`config.mk`:
```
export PLATFORM = sky130hd
export DESIGN_NAME = spi_reg_bank
export DESIGN_NICKNAME = d
export VERILOG_FILES = /design/src/rtl/spi_reg_pkg.sv /design/src/rtl/spi_sync_edge.sv /design/src/rtl/spi_reg_bank.sv
export SDC_FILE = /design/constraint.sdc
export NUM_CORES = 1
export LEC_CHECK = 0
export CORE_MARGIN = 2
export CORE_UTILIZATION = 37
export CTS_CLUSTER_SIZE = 40
export DETAILED_ROUTE_END_ITERATION = 12
export PLACE_DENSITY_LB_ADDON = 0.15
export SLEW_MARGIN = 20
export SYNTH_ARGS = -nofsm -noshare
export SYNTH_HDL_FRONTEND = slang
export SYNTH_HIERARCHICAL = 1
export SYNTH_SLANG_ARGS = --single-unit
```
`constraint.sdc`:
```
create_clock -name clk -period 6.7 [get_ports clk]
set_input_delay 1.34 -clock clk [delete_from_list [all_inputs] [get_ports clk]]
set_output_delay 1.34 -clock clk [all_outputs]
set_load 0.1 [all_outputs]
```
`src/rtl/spi_reg_pkg.sv`:
```
// Shared constants for the SPI register bank: named register addresses,
// frame-result encoding and the frame-length helper.
package spi_reg_pkg;

  localparam int REG_LED = 7;
  localparam int REG_MUX = 8;
  localparam int REG_DAC = 9;

  typedef enum logic [1:0] {
    ACCEPT,
    IGNORE,
    ERR
  } frame_res_e;

  function automatic int FRAME_LEN(input int addr_w, input int data_w);
    return addr_w + data_w;
  endfunction

endpackage

```
`src/rtl/spi_sync_edge.sv`:
```
// Two-flop synchroniser plus one history flop for an asynchronous input;
// produces the synchronised level and single-cycle rise/fall pulses.
module spi_sync_edge #(
  parameter logic RST_VAL = 1'b0
) (
  input  logic clk,
  input  logic rst,
  input  logic d,
  output logic lvl,
  output logic rise,
  output logic fall
);

  // [0],[1] synchroniser stages, [2] history for edge detection
  logic [2:0] sync_q, sync_d;

  assign sync_d = {sync_q[1:0], d};

  always_ff @(posedge clk or posedge rst) begin
    if (rst) sync_q <= {3{RST_VAL}};
    else     sync_q <= sync_d;
  end

  assign lvl  = sync_q[1];
  assign rise =  sync_q[1] & ~sync_q[2];
  assign fall = ~sync_q[1] &  sync_q[2];

endmodule

```
`src/rtl/spi_reg_bank.sv`:
```
// Oversampled SPI-slave register bank: address/data frames are validated at
// cs_n rise and written into the bank. Readback on miso when SPI_REG_READBACK_EN is defined.
module spi_reg_bank
  import spi_reg_pkg::*;
#(
  parameter int                ADDR_W   = 8,
  parameter int                DATA_W   = 8,
  parameter int                NUM_REGS = 16,
  parameter logic [DATA_W-1:0] REG_RST  = '0
) (
  input  logic                         clk,
  input  logic                         rst,
  input  logic                         sclk,
  input  logic                         cs_n,
  input  logic                         mosi,
  input  logic                         special,
  output logic                         miso,
  output logic                         miso_oe,
  output logic [NUM_REGS*DATA_W-1:0]   regs_q,
  output logic                         wr_stb,
  output logic [ADDR_W-1:0]            wr_addr,
  output logic                         frame_err,
  output logic [7:0]                   err_cnt
);

  localparam int FRAME = FRAME_LEN(ADDR_W, DATA_W);
  localparam int CNT_W = $clog2(FRAME + 2);
  localparam int AW1   = ADDR_W + 1;
  localparam logic [CNT_W-1:0] CNT_FULL   = CNT_W'(FRAME);
  localparam logic [CNT_W-1:0] CNT_MAX    = CNT_W'(FRAME + 1);
  localparam logic [AW1-1:0]   NUM_REGS_W = AW1'(NUM_REGS);

  logic sclk_rise, sclk_fall, cs_s, cs_rise, cs_fall, mosi_s, spec_s;
  logic unused_sclk_lvl, unused_mosi_r, unused_mosi_f, unused_spec_r, unused_spec_f;

  spi_sync_edge #(.RST_VAL(1'b0)) u_sclk (
    .clk(clk), .rst(rst), .d(sclk), .lvl(unused_sclk_lvl), .rise(sclk_rise), .fall(sclk_fall));
  spi_sync_edge #(.RST_VAL(1'b1)) u_cs (
    .clk(clk), .rst(rst), .d(cs_n), .lvl(cs_s), .rise(cs_rise), .fall(cs_fall));
  spi_sync_edge #(.RST_VAL(1'b0)) u_mosi (
    .clk(clk), .rst(rst), .d(mosi), .lvl(mosi_s), .rise(unused_mosi_r), .fall(unused_mosi_f));
  spi_sync_edge #(.RST_VAL(1'b0)) u_spec (
    .clk(clk), .rst(rst), .d(special), .lvl(spec_s), .rise(unused_spec_r), .fall(unused_spec_f));

  logic [CNT_W-1:0]                    cnt_q, cnt_d;
  logic [FRAME-1:0]                    sh_q, sh_d;
  logic                                ign_q, ign_d;
  logic [NUM_REGS-1:0][DATA_W-1:0]     reg_q, reg_d;
  logic                                wr_stb_q, wr_stb_d;
  logic                                frame_err_q, frame_err_d;
  logic [ADDR_W-1:0]                   wr_addr_q, wr_addr_d;
  logic [7:0]                          err_cnt_q, err_cnt_d;
  logic [ADDR_W-1:0]                   f_addr;
  logic [DATA_W-1:0]                   f_data;
  logic                                addr_ok;
  frame_res_e                          res;

  assign f_addr  = sh_q[FRAME-1 -: ADDR_W];
  assign f_data  = sh_q[DATA_W-1:0];
  assign addr_ok = {1'b0, f_addr} < NUM_REGS_W;

  always_comb begin
    cnt_d       = cnt_q;
    sh_d        = sh_q;
    ign_d       = ign_q;
    reg_d       = reg_q;
    wr_stb_d    = 1'b0;
    frame_err_d = 1'b0;
    wr_addr_d   = wr_addr_q;
    err_cnt_d   = err_cnt_q;
    res         = IGNORE;
    if (cs_fall) begin
      cnt_d = '0;
      sh_d  = '0;
      ign_d = spec_s;
    end else if (!cs_s) begin
      if (spec_s) ign_d = 1'b1;
      if (sclk_fall) begin
        sh_d = {sh_q[FRAME-2:0], mosi_s};
        if (cnt_q != CNT_MAX) cnt_d = cnt_q + 1'b1;
      end
    end else if (cs_rise) begin
      // cs glitches (no clocks at all) are dropped rather than counted as errors
      if (ign_q || cnt_q == '0)                res = IGNORE;
      else if (cnt_q != CNT_FULL || !addr_ok)  res = ERR;
      else                                     res = ACCEPT;
      case (res)
        ACCEPT: begin
          for (int i = 0; i < NUM_REGS; i++)
            if (ADDR_W'(i) == f_addr) reg_d[i] = f_data;
          wr_addr_d = f_addr;
          wr_stb_d  = 1'b1;
        end
        ERR: begin
          frame_err_d = 1'b1;
          if (err_cnt_q != 8'hFF) err_cnt_d = err_cnt_q + 8'd1;
        end
        default: ;
      endcase
    end
  end

  always_ff @(posedge clk or posedge rst) begin
    if (rst) begin
      cnt_q       <= '0;
      sh_q        <= '0;
      ign_q       <= 1'b0;
      reg_q       <= {NUM_REGS{REG_RST}};
      wr_stb_q    <= 1'b0;
      frame_err_q <= 1'b0;
      wr_addr_q   <= '0;
      err_cnt_q   <= '0;
    end else begin
      cnt_q       <= cnt_d;
      sh_q        <= sh_d;
      ign_q       <= ign_d;
      reg_q       <= reg_d;
      wr_stb_q    <= wr_stb_d;
      frame_err_q <= frame_err_d;
      wr_addr_q   <= wr_addr_d;
      err_cnt_q   <= err_cnt_d;
    end
  end

  assign regs_q    = reg_q;
  assign wr_stb    = wr_stb_q;
  assign frame_err = frame_err_q;
  assign wr_addr   = wr_addr_q;
  assign err_cnt   = err_cnt_q;

`ifdef SPI_REG_READBACK_EN
  logic [DATA_W-1:0] rb_q, rb_d, rb_load;
  logic              rb_hold_q, rb_hold_d;
  logic [ADDR_W-1:0] rb_addr;

  assign rb_addr = {sh_q[ADDR_W-2:0], mosi_s};

  always_comb begin
    rb_load = '0;
    for (int i = 0; i < NUM_REGS; i++)
      if (ADDR_W'(i) == rb_addr) rb_load = reg_q[i];
  end

  // The load lands just before the first data-bit rise; that rise must not
  // shift, so the MSB stays on miso for the master's first data sample.
  always_comb begin
    rb_d      = rb_q;
    rb_hold_d = rb_hold_q;
    if (cs_fall) begin
      rb_d      = '0;
      rb_hold_d = 1'b0;
    end else if (!cs_s && sclk_fall && cnt_q == CNT_W'(ADDR_W - 1)) begin
      rb_d      = rb_load;
      rb_hold_d = 1'b1;
    end else if (sclk_rise) begin
      if (rb_hold_q) rb_hold_d = 1'b0;
      else           rb_d      = {rb_q[DATA_W-2:0], 1'b0};
    end
  end

  always_ff @(posedge clk or posedge rst) begin
    if (rst) begin
      rb_q      <= '0;
      rb_hold_q <= 1'b0;
    end else begin
      rb_q      <= rb_d;
      rb_hold_q <= rb_hold_d;
    end
  end

  assign miso    = rb_q[DATA_W-1];
  assign miso_oe = !cs_s && !spec_s;
`else
  logic unused_rise;
  assign unused_rise = sclk_rise;
  assign miso        = 1'b0;
  assign miso_oe     = 1'b0;
`endif

endmodule

```
==> run_results.csv <==
group,metric,value,unit
critical_path,cp_slowest_stage_delay,1170,ps
global_route,grt_max_degree,118,
pwr,powerDensity,242.6,mW/mm^2
global_route,grt_overflow,0,
critical_path,crit_buf_inv,1,
route,firstDrtPassIters,4,
timing,rsz0062_at_grt,"false",
timing,fmax,0.2969,GHz
floorplan,die_h,142.1,um
layout,fin_cells,879,
floorplan,coreArea,0.01871,mm^2
layout,final_area,0.009356,mm^2
route,drt_wl_total,16300,um
timing,period_share,50.27,%
layout,final_common_cell,"dfrtp_1",
floorplan,initial_utilization,37.72,%
route,vias,4367,
logic_synthesis,yosysWarningCount,6,
floorplan,die_x,142.1,um
placement,hpwl,10940,um
clocking,h-tree-depth,4,
critical_path,start_kind,"flop",
clocking,clk_path_buf_depth,2,
pwr,vdd_ir_drop_max,0.1803,mV
timing,fin_skew,6.929,ps
critical_path,crit_slowest_cell,"clkdlybuf4s50_1",
critical_path,crit_fanout,6,
route,drc,0,
timing,setup_viol,0,
route,vias_per_cell,4.968,
placement,place_congestion,0.7314,
worst_hold_path,hp-class,"flop to flop",
layout,antenna_cells_inserted,0,
layout,mostFrequentLayoutCells,"dfrtp_1, clkdlybuf4s50_1, mux2_2",
clocking,cts.clk_slew.worst_paths,60,ps
layout,layout-drive-gt1-share,29.61,%
floorplan,pin_count,154,
critical_path,worstPathCellList,"clkdlybuf4s50_1",
floorplan,die_area,0.02019,mm^2
worst_hold_path,holdCritStartpoint,"u_sclk/sync_q[0]",
critical_path,cp.required,5360,ps
clocking,clk_latency,420,ps
critical_path,critPathLaunch,"err_cnt[3]",
job,timing.max_cap.violations,0,
placement,io_buffers,151,
clocking,post_cts_buffers,0,
critical_path,r2r_start,"u_cs/sync_q[1]",
clocking,clock_sinks,178,
global_route,antenna_found_initial,0,
global_route,grt_use_total,16.79,%
critical_path,critPathKind,"flop to output pin",
critical_path,arrival,2030,ps
layout,area_growth,32.61,%
route,ant_nets,0,
timing,min_period,3368,ps
global_route,first_global_vias,4608,
logic_synthesis,synth_area,0.007056,mm^2
layout,final_util,50.02,%
clocking,cts_tree,"done",
timing,slew_violations,0,
placement,dpl_cell_area,0.008743,mm^2
route,wl_per_cell,18.54,um
logic_synthesis,synth_cells,485,
logic_synthesis,postSynthAreaPerCell,14.55,um^2
critical_path,cp_top_family,"buffers and inverters",
global_route,grt_pass1_wl,25930,um
pwr,leakage,4.385,nW
floorplan,rows,50,
timing,hold_violations,0,
critical_path,end_kind,"output pin",
run_status,outcome,"finished clean",
route,drtIter0Drc,301,
clocking,clockRootBuffer,"clkbuf_16",
clocking,numCtsBuffers,17,
placement,place_inst,847,
layout,fin_nets,642,
timing,finalSetupTns,0,ps
timing,hold_slack,349.8,ps
timing,worst_pin_slew,1039,ps
timing,slew_headroom,30.49,%
clocking,cts_resized,0,
clocking,holdBufCountCts,0,
## sequential cells by signal, summed over array words and instances (netlist names)
name	count
regs_q	128
sh_q	16
err_cnt	8
wr_addr	8
cnt_q	5
u_cs/sync_q	3
u_sclk/sync_q	3
u_mosi/sync_q	2
u_spec/sync_q	2
frame_err	1
ign_q	1
wr_stb	1
## per-stage QoR
stage          power, W  worst slack, ps
2_1_floorplan  0.001234            813.3
3_3_place_gp   0.001269             3335
3_5_place_dp   0.001273             3244
4_1_cts        0.002297             3311
5_1_grt        0.002353             3274
6_report       0.002270             3332
## worst paths after layout
| kind | to | slack (ps) | cells past startpoint |
|---|---|---|---|
| worst max register to register | regs_q[56] | 3670 | 5 |
| worst max-delay path | err_cnt[3] | 3330 | 1 |
| max in group asynchronous | regs_q[104] | 3950 | 3 |
| min in group asynchronous | u_mosi/sync_q[0] | 1290 | 2 |
| worst min register to register | u_sclk/sync_q[1] | 350 | 0 |
| worst min-delay path | u_sclk/sync_q[1] | 350 | 0 |
## cell type report
cell class | instances | area, um^2
Clock inverter | 12 | 153.9
Clock buffer | 20 | 456.7
Tap cell | 234 | 292.8
Fill cell | 1639 | 9349
Timing Repair Buffer | 153 | 1526
Sequential cell | 178 | 4458
Inverter | 11 | 48.80
Multi-Input combinational cell | 271 | 2420
## routing by layer
layer	GRT usage, %	vias up	wire (um)
li1	-	1973	-
met1	22.65	2282	7561
met2	26.93	94	7753
met3	3.869	18	723
met4	5.579	0	261
met5	0	-	0
## report_power, final
part           leakage [nW]  switching [W]  total [W]  internal, W
clock network         0.293       0.000411    0.00102     0.000608
registers              2.45      0.0000229    0.00111      0.00109
logic                  1.64       0.000103   0.000136    0.0000334
total                  4.39       0.000537    0.00227      0.00173
No activity file was read; power rests on OpenSTA's default activity.
